$ cat config.mk
export PLATFORM = sky130hd
export DESIGN_NAME = sub_result_accumulator
export DESIGN_NICKNAME = d
export VERILOG_FILES = /design/src/rtl/sub_result_acc_pkg.sv /design/src/rtl/acc_stat_update.sv /design/src/rtl/sub_result_accumulator.sv
export SDC_FILE = /design/constraint.sdc
export NUM_CORES = 1
export LEC_CHECK = 0
export CAP_MARGIN = 30
export CORE_AREA = 2 2 155 157
export DETAILED_ROUTE_END_ITERATION = 8
export DIE_AREA = 0 0 157 159
export PLACE_DENSITY = 0.83
export SYNTH_ARGS = -nofsm -noshare
export SYNTH_HDL_FRONTEND = slang
export SYNTH_SLANG_ARGS = --single-unit
$ cat constraint.sdc
create_clock -name clk -period 9.1 [get_ports clk]
set_clock_uncertainty 0.15 [all_clocks]
set_input_delay 1.82 -clock clk [delete_from_list [all_inputs] [get_ports clk]]
set_output_delay 1.82 -clock clk [all_outputs]
set_load 0.02 [all_outputs]
$ cat src/rtl/sub_result_acc_pkg.sv
// Shared types and helpers for the subtraction-result batch accumulator.
//   acc_state_t   : controller states (INIT, ACCUM, EMIT)
//   default_sum_w : accumulator width that cannot overflow for a full batch
package sub_result_acc_pkg;

    typedef enum logic [1:0] {
        ST_INIT  = 2'd0,
        ST_ACCUM = 2'd1,
        ST_EMIT  = 2'd2
    } acc_state_t;

    // A batch of `batch` values of `data_w` bits needs log2(batch) guard bits.
    function automatic int default_sum_w(input int data_w, input int batch);
        return data_w + $clog2(batch);
    endfunction

endpackage

$ cat src/rtl/acc_stat_update.sv
// Combinational statistics step: folds one new signed sample into the running
// sum/min/max/count. The same result feeds both the running accumulators and
// the record registers, so a record always matches what was accumulated.
// Ports:
//   sum_i/min_i/max_i/count_i : current running statistics
//   data_i                    : new signed sample
//   first_i                   : sample is the first of its batch (min/max load directly)
//   sum_o/min_o/max_o/count_o : statistics including data_i
module acc_stat_update #(
    parameter int DATA_W = 32,
    parameter int SUM_W  = 35,
    parameter int CNT_W  = 4
) (
    input  logic signed [SUM_W-1:0]  sum_i,
    input  logic signed [DATA_W-1:0] min_i,
    input  logic signed [DATA_W-1:0] max_i,
    input  logic        [CNT_W-1:0]  count_i,
    input  logic signed [DATA_W-1:0] data_i,
    input  logic                     first_i,
    output logic signed [SUM_W-1:0]  sum_o,
    output logic signed [DATA_W-1:0] min_o,
    output logic signed [DATA_W-1:0] max_o,
    output logic        [CNT_W-1:0]  count_o
);

    logic signed [SUM_W-1:0] data_ext;

    always_comb begin
        data_ext = {{(SUM_W-DATA_W){data_i[DATA_W-1]}}, data_i};
        sum_o    = sum_i + data_ext;
        count_o  = count_i + CNT_W'(1);
        if (first_i) begin
            min_o = data_i;
            max_o = data_i;
        end else begin
            min_o = (data_i < min_i) ? data_i : min_i;
            max_o = (data_i > max_i) ? data_i : max_i;
        end
    end

endmodule

$ cat src/rtl/sub_result_accumulator.sv
// Batches signed subtractor results and emits one statistics record
// (sum, min, max, count) per batch of BATCH results, or per flushed partial batch.
//
// state    | meaning
// ---------+-----------------------------------------------------------
// ST_INIT  | one cycle after reset; raises in_ready on exit
// ST_ACCUM | accepting results; closes batch on BATCH-th result or flush
// ST_EMIT  | record held on out_*; waits for out_ready
//
// Ports:
//   clk, rst                : clock, synchronous active-high reset
//   in_data/in_valid/in_ready : input result stream (in_ready registered)
//   flush                   : close the current non-empty partial batch
//   out_sum/out_min/out_max/out_count : record contents, hold last record
//   out_valid/out_ready     : record handshake (out_valid registered)
module sub_result_accumulator
    import sub_result_acc_pkg::*;
#(
    parameter int DATA_W = 32,
    parameter int BATCH  = 8,
    parameter int SUM_W  = default_sum_w(DATA_W, BATCH)
) (
    input  logic                            clk,
    input  logic                            rst,
    input  logic        [DATA_W-1:0]        in_data,
    input  logic                            in_valid,
    output logic                            in_ready,
    input  logic                            flush,
    output logic        [SUM_W-1:0]         out_sum,
    output logic        [DATA_W-1:0]        out_min,
    output logic        [DATA_W-1:0]        out_max,
    output logic        [$clog2(BATCH+1)-1:0] out_count,
    output logic                            out_valid,
    input  logic                            out_ready
);

    localparam int CNT_W = $clog2(BATCH+1);

    acc_state_t state_q, state_d;

    logic                     in_ready_q,  in_ready_d;
    logic                     out_valid_q, out_valid_d;

    logic signed [SUM_W-1:0]  sum_q,   sum_d;
    logic signed [DATA_W-1:0] min_q,   min_d;
    logic signed [DATA_W-1:0] max_q,   max_d;
    logic        [CNT_W-1:0]  count_q, count_d;

    logic signed [SUM_W-1:0]  out_sum_q,   out_sum_d;
    logic signed [DATA_W-1:0] out_min_q,   out_min_d;
    logic signed [DATA_W-1:0] out_max_q,   out_max_d;
    logic        [CNT_W-1:0]  out_count_q, out_count_d;

    logic signed [SUM_W-1:0]  upd_sum;
    logic signed [DATA_W-1:0] upd_min;
    logic signed [DATA_W-1:0] upd_max;
    logic        [CNT_W-1:0]  upd_count;

    logic                     xfer;
    logic signed [SUM_W-1:0]  post_sum;
    logic signed [DATA_W-1:0] post_min;
    logic signed [DATA_W-1:0] post_max;
    logic        [CNT_W-1:0]  post_count;

    acc_stat_update #(
        .DATA_W (DATA_W),
        .SUM_W  (SUM_W),
        .CNT_W  (CNT_W)
    ) u_update (
        .sum_i   (sum_q),
        .min_i   (min_q),
        .max_i   (max_q),
        .count_i (count_q),
        .data_i  ($signed(in_data)),
        .first_i (count_q == '0),
        .sum_o   (upd_sum),
        .min_o   (upd_min),
        .max_o   (upd_max),
        .count_o (upd_count)
    );

    // in_ready is only ever high in ACCUM, so a transfer implies ACCUM.
    assign xfer       = in_valid && in_ready_q;
    // Statistics as they stand after this edge's (possible) transfer; both the
    // batch-complete and flush decisions look at these.
    assign post_sum   = xfer ? upd_sum   : sum_q;
    assign post_min   = xfer ? upd_min   : min_q;
    assign post_max   = xfer ? upd_max   : max_q;
    assign post_count = xfer ? upd_count : count_q;

    always_comb begin
        state_d     = state_q;
        in_ready_d  = in_ready_q;
        out_valid_d = out_valid_q;
        sum_d       = sum_q;
        min_d       = min_q;
        max_d       = max_q;
        count_d     = count_q;
        out_sum_d   = out_sum_q;
        out_min_d   = out_min_q;
        out_max_d   = out_max_q;
        out_count_d = out_count_q;

        unique case (state_q)
            ST_INIT: begin
                in_ready_d = 1'b1;
                state_d    = ST_ACCUM;
            end
            ST_ACCUM: begin
                sum_d   = post_sum;
                min_d   = post_min;
                max_d   = post_max;
                count_d = post_count;
                if ((post_count == CNT_W'(BATCH)) || (flush && (post_count != '0))) begin
                    out_sum_d   = post_sum;
                    out_min_d   = post_min;
                    out_max_d   = post_max;
                    out_count_d = post_count;
                    in_ready_d  = 1'b0;
                    out_valid_d = 1'b1;
                    state_d     = ST_EMIT;
                end
            end
            ST_EMIT: begin
                if (out_ready) begin
                    out_valid_d = 1'b0;
                    in_ready_d  = 1'b1;
                    sum_d       = '0;
                    min_d       = '0;
                    max_d       = '0;
                    count_d     = '0;
                    state_d     = ST_ACCUM;
                end
            end
            default: begin
                in_ready_d  = 1'b0;
                out_valid_d = 1'b0;
                state_d     = ST_INIT;
            end
        endcase
    end

    always_ff @(posedge clk) begin
        if (rst) begin
            state_q     <= ST_INIT;
            in_ready_q  <= 1'b0;
            out_valid_q <= 1'b0;
            sum_q       <= '0;
            min_q       <= '0;
            max_q       <= '0;
            count_q     <= '0;
            out_sum_q   <= '0;
            out_min_q   <= '0;
            out_max_q   <= '0;
            out_count_q <= '0;
        end else begin
            state_q     <= state_d;
            in_ready_q  <= in_ready_d;
            out_valid_q <= out_valid_d;
            sum_q       <= sum_d;
            min_q       <= min_d;
            max_q       <= max_d;
            count_q     <= count_d;
            out_sum_q   <= out_sum_d;
            out_min_q   <= out_min_d;
            out_max_q   <= out_max_d;
            out_count_q <= out_count_d;
        end
    end

    assign in_ready  = in_ready_q;
    assign out_valid = out_valid_q;
    assign out_sum   = out_sum_q;
    assign out_min   = out_min_q;
    assign out_max   = out_max_q;
    assign out_count = out_count_q;

endmodule

; ---- Yosys cells after proc, flatten, opt, wreduce, memory -nomap -nowiden
; Index checks and enable logic that the tools add are counted.
[totals]
ff_bits = 210
latchBits = 0
mem_bits_rw = 0
mem_bits_ro = 0
input_bits = 37
output_inout_bits = 105
word_cells = 56
n_memories = 0
[classes]
n_addsub = 2
multipliers = 0
n_div = 0
n_lt_le_gt_ge = 2
eq_ne = 5
shifts = 0
mux = 24
bitwise_logic = 1
reduce_logical = 11
[ops]
columns = op, n
row1 = $mux 32, 7
row2 = $pmux 32 s2, 2
row3 = $mux 35, 2
row4 = $pmux 35 s2, 1
row5 = $add 35x32->35, 1
row6 = $gt 32x32->1, 1
row7 = $lt 32x32->1, 1
row8 = $mux 4, 2
row9 = $pmux 4 s2, 1
row10 = $pmux 1 s3, 2
row11 = $pmux 2 s3, 1
row12 = $reduce_and 2->1, 3
row13 = $add 4x1->4 const B, 1
row14 = $eq 4x4->1 const B, 1
row15 = $logic_not 4->1, 1
row16 = $mux 1, 4
row17 = $mux 2, 2
row18 = $ne 2x2->1 const B, 2
row19 = $reduce_bool 4->1, 1
row20 = $reduce_and 3->1, 1
row21 = $eq 2x1->1 const B, 1
row22 = $eq 2x2->1 const B, 1
row23 = $logic_and 1x1->1, 2
row24 = $logic_not 2->1, 1
row25 = other kinds (3), 3

; ---- Longest topological paths before layout
; Gate-level depths: netlist of run 1.
[logic_depth]
word_depth = 7
ltp_mapped = 13

; ---- By module
; A second synthesis of run 1 with hierarchy kept.
[hier_totals]
hier_cells = 1588
area_unflattened_um2 = 13271.5
[modules_own_cells]
columns = mod, n_inst, cells_per_inst, area_per_inst_um2
row1 = sub_result_accumulator, 1, 1056, 9022.4
row2 = acc_stat_update, 1, 532, 4249.1

; ---- Worst setup path before layout of run 1
; OpenSTA, ideal clock, no wires.
[synth_path]
path_type = input port to flip-flop
start = in in_data[0]
end = reg out_sum_q[32] (netlist: out_sum[32])
arrival_time_ps = 4059
t_required_ps = 8824
slack_ps = 4766
cell_stages = 12
path_buffers = 0
path_cell_list = ha_1 > inv_1 > fa_1 > nor2b_4 > o31a_1 > o211a_1 > o2111ai_2 > a21boi_2 > or3_4 > and4_4 > nor3_2 > o221ai_2
[synth_via]
elab_chain_cells = 2
[synth_rtl]
columns = element, line
row1 = start: declaration, sub_result_accumulator.sv:25  ; input logic [DATA_W-1:0] in_data,
row2 = $add 35x32->35, acc_stat_update.sv:30  ; sum_o = sum_i + data_ext;
row3 = $mux 35, sub_result_accumulator.sv:86  ; assign post_sum = xfer ? upd_sum : sum_q;
row4 = end signal: assignment, sub_result_accumulator.sv:164  ; out_sum_q <= out_sum_d;
row5 = end: declaration, sub_result_accumulator.sv:49  ; logic signed [SUM_W-1:0] out_sum_q, out_sum_d;
; No other way between the ends.
; A chain may end at the register's enable or synchronous reset.

; ---- Worst setup path after layout of run 1
[layout_path]
start = in in_data[25]
end = reg out_min_q[3] (netlist: out_min[3])
[layout_via]
elab_chain_cells = 4
[layout_rtl]
columns = element, line
row1 = $lt 32x32->1, acc_stat_update.sv:36  ; min_o = (data_i < min_i) ? data_i : min_i;
row2 = $mux 32, acc_stat_update.sv:36
row3 = $mux 32, acc_stat_update.sv:32  ; if (first_i) begin
row4 = $mux 32, sub_result_accumulator.sv:87  ; assign post_min = xfer ? upd_min : min_q;
row5 = end signal: assignment, sub_result_accumulator.sv:165  ; out_min_q <= out_min_d;
row6 = end: declaration, sub_result_accumulator.sv:50  ; logic signed [DATA_W-1:0] out_min_q, out_min_d;
; No other way between the ends.

==> flow_metrics.env, run 1 <==
export IMPL_synthesis_area_mm2=0.0119
export IMPL_cts_sinks=209
export IMPL_leakagePower_nw=5.15
export IMPL_drive_gt1_share_pct=5.38
export IMPL_setup_viol=0
export IMPL_crit_required_ns=9.37
export IMPL_yosysWarnings=0
export IMPL_min_period_ns=5.38
export IMPL_max_slew_worst_pin_slew_ns=0.960
export IMPL_ctsResizeCount=0
export IMPL_slew_headroom_pct=36.0
export IMPL_ys_flop_type="dfxtp_1"
export IMPL_slowest_delay_ns=0.72
export IMPL_ioPinCount=142
export IMPL_area_growth_syn_to_layout_pct=18.6
export IMPL_drt_iter0_markers=956
export IMPL_cp_top_family="compound AO/OA/AOI/OAI gates"
export IMPL_drv_slew=0
export IMPL_p_per_area_mw_per_mm2=165
export IMPL_first_pass_iters=6
export IMPL_cap_violations=0
export IMPL_end_kind="flop"
export IMPL_finalCritPeriodShare_pct=59.1
export IMPL_avgRoutedWirePerCell_um=18.7
export IMPL_gr_usage_all_layers_pct=27.0
export IMPL_htree_levels=1
export IMPL_drcViolationCount=0
export IMPL_std_cell_rows=56
export IMPL_root_buffer="clkbuf_16"
export IMPL_hold_class="flop to flop"
export IMPL_cts_setup_buffers=0
export IMPL_ctsHoldBuffers=0
export IMPL_syn_avg_cell_area_um2=8.28
export IMPL_syn_num_nets=1570
export IMPL_cts_tree="yes"
export IMPL_die_x_um=157
export IMPL_async_flop_share_pct=0
export IMPL_grt_start_max_net_pins=86
export IMPL_final_util_pct=60.7
export IMPL_ant_nets=0
export IMPL_clkTransAtPathRegs_ns=0.06
export IMPL_path_buf_inv=2
export IMPL_antenna_found_initial=0
export IMPL_ys_seq_area_share_pct=35.2
export IMPL_grt_pass1_wl_um=55500
export IMPL_worst_setup_path_start_kind="primary input"
export IMPL_fillers=1982
export IMPL_finalNetCount=1646
export IMPL_cp_slowest_cell="clkdlybuf4s50_1"
export IMPL_insertion_delay_ns=0.52
export IMPL_arrival_ns=5.65
export IMPL_place_hpwl_um=22700
export IMPL_cts_buffers=22
export IMPL_die_area_mm2=0.0250
export IMPL_path_class="primary input to flop"
export IMPL_ys_ff_latch=209
export IMPL_seqCellArea_mm2=0.00418
export IMPL_port_buffers=141
export IMPL_final_hold_viol_count=0
export IMPL_die_h_um=159
export IMPL_routed_wl_um=34400
export IMPL_rsz0062_at_grt="no"
export IMPL_multi_input_area_mm2=0.00695
export IMPL_antenna_cells=0
export IMPL_viasPerCell=6.11
export IMPL_grt_overflow=0
export IMPL_status="complete, no violations"
export IMPL_gp_congestion=0.963
export IMPL_finalPower_mw=2.32
export IMPL_synth_distinct_cells=83
export IMPL_grt_pass1_vias=10800
export IMPL_clockBufferDepth=3
export IMPL_cpMostUsedCell="a21o_1"
export IMPL_vdd_ir_drop_max_mv=0.103
export IMPL_syn_inst=1433
export IMPL_start_util_pct=51.2
export IMPL_tns_ns=0
export IMPL_core_area_mm2=0.0232
export IMPL_synth_edff_count=0
export IMPL_crit_chain="clkdlybuf4s50_1, ha_1, a21o_1, a21o_1, a21oi_1, o21ai_1, a2111oi_0, nand2b_1, and2_2, buf_4, nand3_1, a311oi_1"
export IMPL_fmax_mhz=186
export IMPL_via_count=11300
export IMPL_cp_max_fo=35
[power by group]
group	internal, mW	switching (mW)	total [mW]
combinational	0.176	0.275	0.451
sequential	0.956	0.0298	0.986
clock	0.513	0.373	0.885
total	1.65	0.678	2.32
[state kept, by name, indices dropped and copies added, names as in the netlist, 2 cells and up]
register   flops
out_sum       35
sum_q         35
max_q         32
min_q         32
out_max       32
out_min       32
count_q        4
out_count      4
state_q        2
[kinds of logic (layout without fill, tap and decap cells)]
family / Yosys count / in the layout / synth area share [%]
simple gates: 409 / 409 / 15.9
mux: 41 / 41 / 3.50
compound gates: 462 / 462 / 26.2
buf+inv: 185 / 277 / 6.45
xor+xnor: 27 / 27 / 2.12
flops: 209 / 209 / 35.2
fa+ha+maj: 100 / 100 / 10.6
[final cells by class]
cell class / count / share of cell area [%]
clock buffer: 37 / 4.89
clock inverter: 3 / 0.107
inverter: 80 / 2.13
multi-input combinational: 1039 / 49.4
sequential: 209 / 29.7
tap: 319 / 2.84
timing repair buffer: 157 / 11.0
[cell usage after synthesis, drive strengths merged (4+ instances only)]
cell type	count	share of area, %
inv	80	2.5
o31ai	4	0.25
clkbuf	71	2.3
and2	8	0.42
o21bai	8	0.54
nor2b	9	0.54
a311oi	39	3.0
a22oi	21	1.3
ha	99	10
a21oi	141	6.0
a211oi	52	3.3
a31oi	8	0.42
buf	34	1.6
or3	6	0.36
nor4	5	0.37
nor2	142	4.5
and3	6	0.32
a21o	29	1.8
nand2	105	3.3
nand3	84	3.5
nand4	17	0.90
nand2b	7	0.37
xnor2	16	1.3
o21ai	87	3.7
xor2	11	0.81
dfxtp	209	35
mux2	4	0.38
a32o	32	2.7
nor3	7	0.34
o211ai	7	0.53
a21boi	4	0.28
mux2i	37	3.1
o21a	5	0.32
[routing by layer]
| layer | vias to the layer above | routed length (um) | track usage [%] |
|---|---|---|---|
| met1 | 5313 | 14900 | 37.0 |
| met2 | 500 | 15600 | 42.6 |
| li1 | 5378 | - | - |
| met3 | 76 | 2920 | 4.57 |
| met4 | 0 | 1050 | 9.88 |
| met5 | - | 0 | 0 |
[worst register-to-register path, cell delays in order (launching register included)]
cell and delay (ns):
dfxtp_1 0.35, inv_1 0.05, ha_1 0.28, a211oi_1 0.22, nand3_1 0.12, a2111oi_0 0.40, a211oi_1 0.20, o211ai_1 0.27
and2_2 0.61, buf_4 0.52, nand3_1 0.17, a311oi_1 0.31
[final timing paths]
path	from	to	slack (ns)	depth (start not counted)
worst min-delay path	out_sum[2]	out_sum[2]	0.31	2
worst max-delay path	in_data[25]	out_min[3]	3.72	12
worst min register to register	out_sum[2]	out_sum[2]	0.31	2
worst max register to register	min_q[9]	out_min[3]	5.36	11
[through the flow]
stage               hold WS, ns  worst slack, ns  std cells  cell area [um2]
finish                    0.307             3.72       1844            14100
floorplan                 0.299             4.77       1433            11900
detailed placement        0.300             3.34       1804            13400
global route              0.353             3.49       1844            14100
CTS                       0.311             3.78       1844            14100
global placement          0.296             3.46       1803            13400
[placed cells by master, fill, tap and decap left out, drive strengths merged, types with 7 or more instances in the layout]
cell type / count
o211ai: 7
nor2b: 9
ha: 99
nor3: 7
a22oi: 21
nand2: 105
mux2i: 37
xor2: 11
a21oi: 141
o21bai: 8
o21ai: 87
a31oi: 8
buf: 17
nand2b: 7
clkbuf: 37
xnor2: 16
clkdlybuf4s50: 140
inv: 80
nor2: 142
nand3: 84
and2: 8
a311oi: 39
a211oi: 52
a21o: 29
a32o: 32
dfxtp: 209
nand4: 17
Power figures use the tool's default switching activity.
==> run 2, diff against run 1 <==
--- a/config.mk
+++ b/config.mk
@@ -6,10 +6,10 @@
 export NUM_CORES = 1
 export LEC_CHECK = 0
 export CAP_MARGIN = 30
-export CORE_AREA = 2 2 155 157
+export CORE_AREA = 2 2 156 158
 export DETAILED_ROUTE_END_ITERATION = 8
-export DIE_AREA = 0 0 157 159
-export PLACE_DENSITY = 0.83
+export DIE_AREA = 0 0 158 160
+export PLACE_DENSITY = 0.85
 export SYNTH_ARGS = -nofsm -noshare
 export SYNTH_HDL_FRONTEND = slang
 export SYNTH_SLANG_ARGS = --single-unit
==> constraint.sdc (replaced) <==
create_clock -name clk -period 4.4 [get_ports clk]
set_clock_uncertainty 0.15 [all_clocks]
set_input_delay 0.88 -clock clk [delete_from_list [all_inputs] [get_ports clk]]
set_output_delay 0.88 -clock clk [all_outputs]
set_load 0.02 [all_outputs]
==> flow_metrics.env, run 2 (synthesized netlist as in run 1, its figures left out) <==
export IMPL_end_kind="flop"
export IMPL_crit_required_ns=4.66
export IMPL_cts_tree="yes"
export IMPL_dp_cells=1847
export IMPL_ctsHoldBuffers=0
export IMPL_layout_common_cells="dfxtp_1 (209), nor2_1 (141), a21oi_1 (140), clkdlybuf4s50_1 (140), nand2_1 (105)"
export IMPL_final_hold_viol_count=0
export IMPL_grt_pass1_vias=11000
export IMPL_finalCritPeriodShare_pct=92.5
export IMPL_gp_congestion=0.944
export IMPL_crit_chain="clkdlybuf4s50_1, buf_4, ha_1, a211oi_1, nand3_1, a2111oi_0, a211oi_1, o211ai_1, and2_2, buf_12, nand3_1, a311oi_1"
export IMPL_drcViolationCount=0
export IMPL_cts_setup_buffers=0
export IMPL_final_common_cell="dfxtp_1"
export IMPL_std_cell_rows=57
export IMPL_antenna_found_initial=0
export IMPL_cts_sinks=209
export IMPL_cts_buffers=23
export IMPL_htree_levels=1
export IMPL_routed_wl_um=35400
export IMPL_viasPerCell=6.08
export IMPL_rsz0062_at_grt="no"
export IMPL_die_x_um=158
export IMPL_worst_setup_path_start_kind="primary input"
export IMPL_leakagePower_nw=5.40
export IMPL_avgRoutedWirePerCell_um=18.7
export IMPL_die_h_um=160
export IMPL_p_per_area_mw_per_mm2=346
export IMPL_max_slew_worst_pin_slew_ns=0.977
export IMPL_clkTransAtPathRegs_ns=0.06
export IMPL_root_buffer="clkbuf_16"
export IMPL_gr_usage_all_layers_pct=27.3
export IMPL_insertion_delay_ns=0.53
export IMPL_drt_iter0_markers=958
export IMPL_ioPinCount=142
export IMPL_hold_end="out_sum[1]"
export IMPL_clockBufferDepth=3
export IMPL_reg2reg_slack_ns=0.98
export IMPL_vdd_ir_drop_max_mv=0.192
export IMPL_drv_slew=0
export IMPL_via_count=11500
export IMPL_rr_worst_depth=11
export IMPL_first_pass_iters=5
export IMPL_arrival_ns=4.33
export IMPL_cp_slowest_cell="a2111oi_0"
export IMPL_hp_start="out_sum[1]"
export IMPL_setup_viol=0
export IMPL_fillers=2014
export IMPL_slowest_delay_ns=0.80
export IMPL_die_area_mm2=0.0253
export IMPL_seqCellArea_mm2=0.00418
export IMPL_cp_max_fo=27
export IMPL_place_hpwl_um=24400
export IMPL_stdcell_count=1889
export IMPL_grt_start_max_net_pins=82
export IMPL_path_class="primary input to flop"
export IMPL_multi_input_area_mm2=0.00695
export IMPL_worstHoldPathCells=2
export IMPL_hold_class="flop to flop"
export IMPL_finalNetCount=1685
export IMPL_cap_violations=0
export IMPL_core_area_mm2=0.0238
export IMPL_start_util_pct=49.8
export IMPL_ant_nets=0
export IMPL_antenna_cells=0
export IMPL_r2r_start="min_q[9]"
export IMPL_finalPower_mw=5.04
export IMPL_min_period_ns=4.07
export IMPL_area_growth_syn_to_layout_pct=22.6
export IMPL_setup_worst_path_start="in_data[8]"
export IMPL_status="complete, no violations"
export IMPL_grt_pass1_wl_um=56400
export IMPL_drive_gt1_share_pct=8.12
export IMPL_ctsResizeCount=0
export IMPL_port_buffers=141
export IMPL_slew_headroom_pct=34.8
export IMPL_r2r_end="out_min[26]"
export IMPL_grt_overflow=0
export IMPL_fmax_mhz=246
run 2: area by class of cell:
cell class / count / area share, %
Clock buffer: 28 / 4.29
Timing Repair Buffer: 195 / 13.2
Tap cell: 324 / 2.79
Multi-Input combinational cell: 1039 / 47.7
Inverter: 80 / 2.06
Clock inverter: 14 / 1.13
Sequential cell: 209 / 28.8
run 2: metal layers:
metal / vias up / wire length, um / global-route usage [%]
met5: - / 0 / 0
met4: 0 / 1120 / 9.95
met3: 90 / 3040 / 4.80
met2: 496 / 15900 / 43.0
met1: 5446 / 15400 / 37.4
li1: 5452 / - / -
run 2: power by group:
part / switching, mW / leakage (nW) / internal, mW / total, mW
clock network: 0.824 / 0.383 / 1.19 / 2.02
logic: 0.585 / 3.33 / 0.398 / 0.983
registers: 0.0610 / 1.70 / 1.98 / 2.04
total: 1.47 / 5.40 / 3.57 / 5.04
run 2: how the worst max path moves through the flow:
stage	endpoint
final	out_min[26]
after global routing	out_min[28]
after CTS	out_min[18]
after detailed placement	out_min[18]
after global placement	out_min[22]
after floorplan	out_sum[32]
run 2: critical path: cells and delay by family:
family	cells	cell delay [ns]
adders and majority gates	1	0.22
and+or+nand+nor	3	0.47
buffers and inverters	3	0.93
AOI/OAI and AO/OA	5	1.82
run 2: through the flow:
stage	TNS, ns	util, %	instance area (um2)	hold slack [ns]	worst slack (ns)
detailed placement	-0.783	57.8	13800	0.300	-0.0786
floorplan	0	-	11900	0.299	1.01
global route	0	61.1	14600	0.337	0.239
finish	0	61.1	14600	0.309	0.330
global placement	-0.152	57.8	13800	0.299	-0.0179
CTS	0	61.1	14600	0.313	0.434
